[src/rtl/fetch_unit.sv]
// fetch_unit: fetch stage of the single-cycle RV32I core.
// Owns the PC, drives the combinational instruction-memory address and
// registers the returned word into an output slot with a valid/ready
// handshake toward decode. Supports redirect, halt and stall.
// Optional feature macro: FETCH_MISALIGN_TRAP_EN (misaligned redirect trap).
module fetch_unit #(
  parameter int unsigned    AW       = 32,
  parameter int unsigned    DW       = 32,
  parameter logic [AW-1:0]  RESET_PC = '0,
  parameter logic [DW-1:0]  NOP_INST = DW'(32'h0000_0013)
) (
  input  logic          clk,
  input  logic          rst,
  output logic [AW-1:0] imem_addr,
  input  logic [DW-1:0] imem_data,
  input  logic          redirect_valid,
  input  logic [AW-1:0] redirect_pc,
  input  logic          halt_req,
  output logic          out_valid,
  input  logic          out_ready,
  output logic [DW-1:0] out_inst,
  output logic [AW-1:0] out_pc,
  output logic          halted,
  output logic [31:0]   fetch_count,
  output logic          trap_valid,
  output logic [AW-1:0] trap_pc
);

`ifdef FETCH_MISALIGN_TRAP_EN
  typedef enum logic [1:0] {BOOT, FETCH, HALTED, TRAP} state_t;
`else
  typedef enum logic [1:0] {BOOT, FETCH, HALTED} state_t;
`endif

  state_t        state;
  logic [AW-1:0] pc;
  logic          fire;
  logic          free;

  assign imem_addr = pc;
  assign halted    = (state == HALTED);
  assign fire      = out_valid && out_ready;
  assign free      = !out_valid || out_ready;

`ifdef FETCH_MISALIGN_TRAP_EN
  logic          trap_q;
  logic [AW-1:0] trap_pc_q;
  logic          misaligned;

  assign misaligned = (redirect_pc[1:0] != 2'b00);
  assign trap_valid = trap_q;
  assign trap_pc    = trap_pc_q;
`else
  assign trap_valid = 1'b0;
  assign trap_pc    = '0;
`endif

  // PC, output slot, state and accepted-instruction counter
  always_ff @(posedge clk or posedge rst) begin
    if (rst) begin
      state       <= BOOT;
      pc          <= RESET_PC;
      out_valid   <= 1'b0;
      out_inst    <= NOP_INST;
      out_pc      <= '0;
      fetch_count <= '0;
`ifdef FETCH_MISALIGN_TRAP_EN
      trap_q      <= 1'b0;
      trap_pc_q   <= '0;
`endif
    end else begin
      // a redirect flushes the slot, so a same-cycle handshake is not counted
      if (fire && !redirect_valid) begin
        fetch_count <= fetch_count + 32'd1;
      end

      unique case (state)
        BOOT: begin
          state <= halt_req ? HALTED : FETCH;
        end

        // FETCH and HALTED share redirect and drain handling; only FETCH
        // without halt_req captures a new word.
        FETCH, HALTED: begin
          if (redirect_valid) begin
            out_valid <= 1'b0;
            out_inst  <= NOP_INST;
`ifdef FETCH_MISALIGN_TRAP_EN
            if (misaligned) begin
              state     <= TRAP;
              trap_q    <= 1'b1;
              trap_pc_q <= redirect_pc;
            end else begin
              pc <= redirect_pc;
            end
`else
            pc <= redirect_pc & ~AW'(3);
`endif
          end else if (halt_req || state == HALTED) begin
            state <= halt_req ? HALTED : FETCH;
            if (fire) begin
              out_valid <= 1'b0;
              out_inst  <= NOP_INST;
            end
          end else if (free) begin
            out_inst  <= imem_data;
            out_pc    <= pc;
            out_valid <= 1'b1;
            pc        <= pc + AW'(4);
          end
        end

`ifdef FETCH_MISALIGN_TRAP_EN
        TRAP: begin
          if (redirect_valid) begin
            if (misaligned) begin
              trap_pc_q <= redirect_pc;
            end else begin
              trap_q <= 1'b0;
              pc     <= redirect_pc;
              state  <= FETCH;
            end
          end
        end
`endif

        default: begin
          state <= BOOT;
        end
      endcase
    end
  end

endmodule

[config.mk]
export PLATFORM = sky130hd
export DESIGN_NAME = fetch_unit
export DESIGN_NICKNAME = d
export VERILOG_FILES = /design/src/rtl/fetch_unit.sv
export SDC_FILE = /design/constraint.sdc
export NUM_CORES = 1
export LEC_CHECK = 0
export BUFFER_PORTS_ARGS = -buffer_cell sky130_fd_sc_hd__buf_4
export CORE_ASPECT_RATIO = 1.1
export CORE_UTILIZATION = 35
export DETAILED_ROUTE_END_ITERATION = 8
export SYNTH_ARGS = -nofsm -noshare
export SYNTH_HDL_FRONTEND = slang
export SYNTH_SLANG_ARGS = --single-unit
[constraint.sdc]
create_clock -name clk -period 3.9 [get_ports clk]
set_input_delay 0.39 -clock clk [delete_from_list [all_inputs] [get_ports clk]]
set_output_delay 0.39 -clock clk [all_outputs]
set_load 0.03 [all_outputs]
-- After elaboration in Yosys (flattened, before gate mapping)
Index checks and enable logic that the tools add are counted.
- add/subtract/negate cells: 2
- equal/unequal tests: 6
- mux-type cells: 15
- bitwise operators: 2
- reductions and logical operators: 14
- operator list (operator ; number):
    2-to-1 mux 32 bit ; 7
    adder 32 x 1 -> 32 bit, second input constant ; 1
    adder 32 x 3 -> 32 bit, second input constant ; 1
    2-to-1 mux 2 bit ; 3
    != test 2 bit, second input constant ; 3
    AND reduction 3 bit ; 2
    2-to-1 mux 1 bit ; 4
    one-hot mux 2 bit (2 select lines) ; 1
    AND reduction 4 bit ; 1
    != test 3 bit, second input constant ; 1
    nonzero test 3 bit ; 1
    == test 2 x 1 -> 1 bit, second input constant ; 1
    == test 2 bit, second input constant ; 1
    logical AND 1 bit ; 2
    zero test 1 bit ; 2
    zero test 2 bit ; 1
    logical OR 1 bit ; 2
    inverter 1 bit ; 2
    AND reduction 2 bit ; 1
    nonzero test 2 bit ; 1
    OR reduction 2 bit ; 1
- register bits: 131
- input bits: 69
- word-level logic and storage cells: 45

-- Longest topological paths before layout
- depth after elaboration: 5
- mapped depth: 9
- mapped depth without buffers: 7

-- Worst setup path before layout
Ideal clock, no wire load.
- path kind: register -> register
- from: register pc[4], in the netlist imem_addr[4]
- to: register pc[29], in the netlist imem_addr[29]
- setup time: 0.126 ns
- arrival: 2.307 ns
- data required time: 3.774 ns
- slack: 1.467 ns
- stages on the path, launching flop included: 7
- buffers on the path: 1
- period minus slack after synthesis: 2.433 ns
- path through: dfrtp_1 -> nand3_1 -> or2_4 -> or4_1 -> buf_2 -> or4_1 -> o311a_1
- cells in the longest elaborated chain, start to end: 4
- ends and longest elaborated chain (element ; RTL line ; text):
    from (decl) ; 36 ; logic [AW-1:0] pc;
    from (signal assigned) ; 97 ; pc <= redirect_pc & ~AW'(3);
    from (signal assigned) ; 109 ; pc <= pc + AW'(4);
    adder 32 x 3 -> 32 bit ; 109 ;
    2-to-1 mux 32 bit ; 105 ; end else if (free) begin
    2-to-1 mux 32 bit ; 99 ; end else if (halt_req || state == HALTED) begin
    2-to-1 mux 32 bit ; 85 ; if (redirect_valid) begin
No other way between the ends. The select of a mux whose other input is x is not followed.
A chain may end at the register's enable or synchronous reset.

-- Final worst setup path
- from: register state[0]
- to: register pc[27], in the netlist imem_addr[27]
- cells in the longest elaborated chain, start to end: 4
- ends and longest elaborated chain (element ; RTL line ; text):
    from (decl) ; 35 ; state_t state;
    from (signal assigned) ; 79 ; state <= halt_req ? HALTED : FETCH;
    from (signal assigned) ; 100 ; state <= halt_req ? HALTED : FETCH;
    == test 2 bit ; 77, 99 ;
    logical OR 1 bit ; 99 ;
    != test 2 bit (no line) ; -- ;
    AND reduction 3 bit (no line) * ; -- ;
Every way passes the cells marked *; elsewhere a longest branch is shown, timed or not.

==> flow_metrics.tcl <==
set metrics [dict create \
    final_area_sq_um 8227 \
    final_cell_mix "200 x sky130_fd_sc_hd__buf_4, 124 x sky130_fd_sc_hd__dfrtp_1, 119 x sky130_fd_sc_hd__nand2_1, 37 x sky130_fd_sc_hd__conb_1, 30 x sky130_fd_sc_hd__nor2_1" \
    tritoncts "done" \
    count_of_different_cell_masters_after_synthesis 58 \
    routed_wire_length_per_instance_microns 16.48 \
    timing.final.max_slew_violations 0 \
    utilization_pct 48.35 \
    synth_area_sq_um 6092 \
    timing_worst_setup_path_type "register to register" \
    synth-async-reset-ratio_pct 100.0 \
    clock_latency_ns 0.42 \
    die_x_microns 127.8 \
    max-cap-violations 0 \
    worst_path_dominant_cell_family "simple AND/OR/NAND/NOR gates" \
    synth_seq_cells 127 \
    drt.antenna.violating_nets 0 \
    synth_edf_count 0 \
    dominantRegCellSynth "sky130_fd_sc_hd__dfrtp_1" \
    yosys.area_share.simple_pct 20.66 \
    io_buffers 192 \
    final_nets 879 \
    outcome "complete, no violations" \
    startpoint_type "register" \
    worst_rel_slew_slack_pct 30.31 \
    final_common_cell "sky130_fd_sc_hd__buf_4" \
    cp_slowest_stage_delay_ns 0.39 \
    synth_area_per_cell_sq_um 9.763 \
    clockRootBuffer "sky130_fd_sc_hd__clkbuf_16" \
    main_combinational_cell_family_by_area_after_synthesis "simple AND/OR/NAND/NOR gates" \
    yosys.area.top_type "sky130_fd_sc_hd__dfrtp_1" \
    cts_htree_levels 4 \
    final_hold_viol_count 0 \
    post_dp_cell_area_sq_um 7614 \
    synth_seq_area_share_pct 52.23 \
    detail_route.iter0.violations 390 \
    die_height_microns 140.4 \
    timing.hold.ws_ns 0.1857 \
    coreArea_sq_um 17020 \
    cts_buffers 17 \
    skew_ns 0.008843 \
    full_die_area_sq_um 17940 \
    rsz0062_at_grt "false" \
    critical_path.n_buffers_inverters 2 \
    path_class_of_the_lowest_slack_min_delay_path "input port to asynchronous set/reset pin" \
    p_leak_nw 4.037 \
    critPathRequiredTime_ns 4.22 \
    yosys_warnings 0 \
    drt_first_pass_iters 5 \
    post_cts_resized 0 \
    critical-path-slowest-cell "sky130_fd_sc_hd__o21ai_1" \
    finalCritPeriodShare_pct 69.15 \
    clkTransAtPathRegs_ns 0.06 \
    avgViaCountPerCell 5.040 \
    post_synth_xor_area_fraction_pct 4.457 \
    synth.area.top_cells "sky130_fd_sc_hd__dfrtp_1 51%, sky130_fd_sc_hd__nand2_1 7.3%, sky130_fd_sc_hd__buf_4 4.6%" \
    irDropWorstVdd_mv 0.5354 \
    final_layout_size_suffix_gt1_share_pct 30.04 \
    grt_max_degree 102 \
    finalWirelength_microns 17350 \
    cts.hold.buffers_added 0 \
    nFillCells 1631 \
    worst_setup_path_end_kind "register" \
    ios 232 \
    insertedDiodeCount 0 \
    gr-total-overflow 0 \
    synth_adder_area_share_pct 0.8215 \
    groute.usage.overall_pct 19.60 \
    synth_compound_gate_area_share_pct 11.89 \
    place_congestion 0.8075 \
    antenna_found_initial 0 \
    totalNegativeSetupSlack_ns 0 \
    crit_path_cell_trace "inv_1 > ha_1 > nor2_1 > and2_1 > o21ai_1 > buf_4 > o31a_2 > nor3_1" \
    cts.sink_count 127 \
    routed-via-count 5307 \
    fin_crit_ns 2.697 \
    yosys.area.top_type_share_pct 50.93 \
    worst_slew_pin_slew_ns 1.043 \
    setup_viol_count_final 0 \
    postCtsSetupBuffers 0 \
    max_freq_mhz 370.8 \
    synth_cells 624 \
    p_per_area_nw_per_um2 904.9 \
    crit_path_max_fanout 14 \
    worstPathArrival_ns 3.02 \
    fp-row-count 50 \
    drc 0 \
    post_synthesis_mux_area_share_pct 2.177 \
    start_util_pct 35.80 \
    ctsLongestPathBuffers 2 \
    grt_pass1_wl_microns 27150 \
    first_global_vias 5181 \
    dp_hpwl_microns 12280 \
    synth_to_final_area_change_pct 35.04 \
]
worst paths after layout:
path / startpoint / endpoint / slack [ns] / cells after the start
min in group clk: imem_data[31] / out_inst[31] / 0.19 / 2
setup / recovery: state[0] / imem_addr[27] / 1.20 / 8
setup reg to reg: state[0] / imem_addr[27] / 1.20 / 8
max in group asynchronous: rst / out_pc[19] / 2.79 / 3
hold reg to reg: fetch_count[31] / fetch_count[31] / 0.47 / 1
hold / removal: rst / out_inst[3] / 0.19 / 2
flip-flops by register name (all words and copies together), names as in the netlist:
register,count
state,2
out_pc,30
out_inst,32
fetch_count,32
imem_addr,30
out_valid,1
stage by stage:
step,power (mW),instances,setup WS (ns)
2_1_floorplan,4.524,660,0.1307
3_3_place_gp,5.756,1021,1.096
3_5_place_dp,5.828,1021,1.058
4_1_cts,7.509,1053,1.188
5_1_grt,7.881,1053,1.035
6_report,7.444,1053,1.203
logic make-up (layout without fill, tap and decap cells):
logic type,after synthesis,count (layout)
other,1,37
muxes,13,13
AOI/OAI and AO/OA,100,100
DFF,127,127
xor gates and xnor gates,31,31
adders and majority gates,4,4
and+or+nand+nor,262,262
buffers and inverters,86,245
power breakdown:
part           leakage [nW]  internal, mW  total (mW)  switching (mW)
clock                 0.301          1.04        1.65           0.604
combinational          2.13          1.25        3.45            2.20
sequential             1.61          1.83        2.35           0.514
total                  4.04          4.13        7.44            3.32
metal layers:
metal  vias to the layer above  wire length (microns)  global-route usage (%)
met1                      2562                   7462                   24.57
li1                       2502                      -                       -
met5                         -                      0                       0
met2                       221                   8459                   31.89
met4                         0                    273                   7.988
met3                        22                   1157                   5.233
area by class of cell:
cell class,instances,area (sq um),share of cell area [%]
clock inverters,12,156.4,1.901
well taps,234,292.8,3.559
multi-input cells,447,2584,31.41
inverters,13,53.80,0.6540
repair buffers,200,1501,18.25
clock buffers,20,456.7,5.551
flip-flops and latches,127,3182,38.68
worst reg2reg max path: stages, from the launching register on:
cell,delay [ns]
sky130_fd_sc_hd__dfrtp_1,0.37
sky130_fd_sc_hd__inv_1,0.06
sky130_fd_sc_hd__ha_1,0.24
sky130_fd_sc_hd__nor2_1,0.31
sky130_fd_sc_hd__and2_1,0.39
sky130_fd_sc_hd__o21ai_1,0.39
sky130_fd_sc_hd__buf_4,0.31
sky130_fd_sc_hd__o31a_2,0.32
sky130_fd_sc_hd__nor3_1,0.22
cell usage after synthesis (3+ instances only):
master and count:
sky130_fd_sc_hd__a21oi_1 17, sky130_fd_sc_hd__a22o_1 29, sky130_fd_sc_hd__a22oi_1 11, sky130_fd_sc_hd__and3_1 7, sky130_fd_sc_hd__and4_1 6, sky130_fd_sc_hd__buf_2 4
sky130_fd_sc_hd__buf_4 37, sky130_fd_sc_hd__clkbuf_1 29, sky130_fd_sc_hd__dfrtp_1 124, sky130_fd_sc_hd__dfstp_2 3, sky130_fd_sc_hd__ha_1 4, sky130_fd_sc_hd__inv_1 12
sky130_fd_sc_hd__mux2i_1 11, sky130_fd_sc_hd__nand2_1 119, sky130_fd_sc_hd__nand3_1 28, sky130_fd_sc_hd__nand4_1 21, sky130_fd_sc_hd__nor2_1 31, sky130_fd_sc_hd__nor3_1 12
sky130_fd_sc_hd__nor4_1 11, sky130_fd_sc_hd__o211ai_1 3, sky130_fd_sc_hd__o21ai_0 12, sky130_fd_sc_hd__o22ai_1 8, sky130_fd_sc_hd__o31ai_1 3, sky130_fd_sc_hd__or3_1 5
sky130_fd_sc_hd__or4_1 7, sky130_fd_sc_hd__xnor2_1 23, sky130_fd_sc_hd__xor2_1 8
Note: power is estimated with default switching activity, not from simulation.
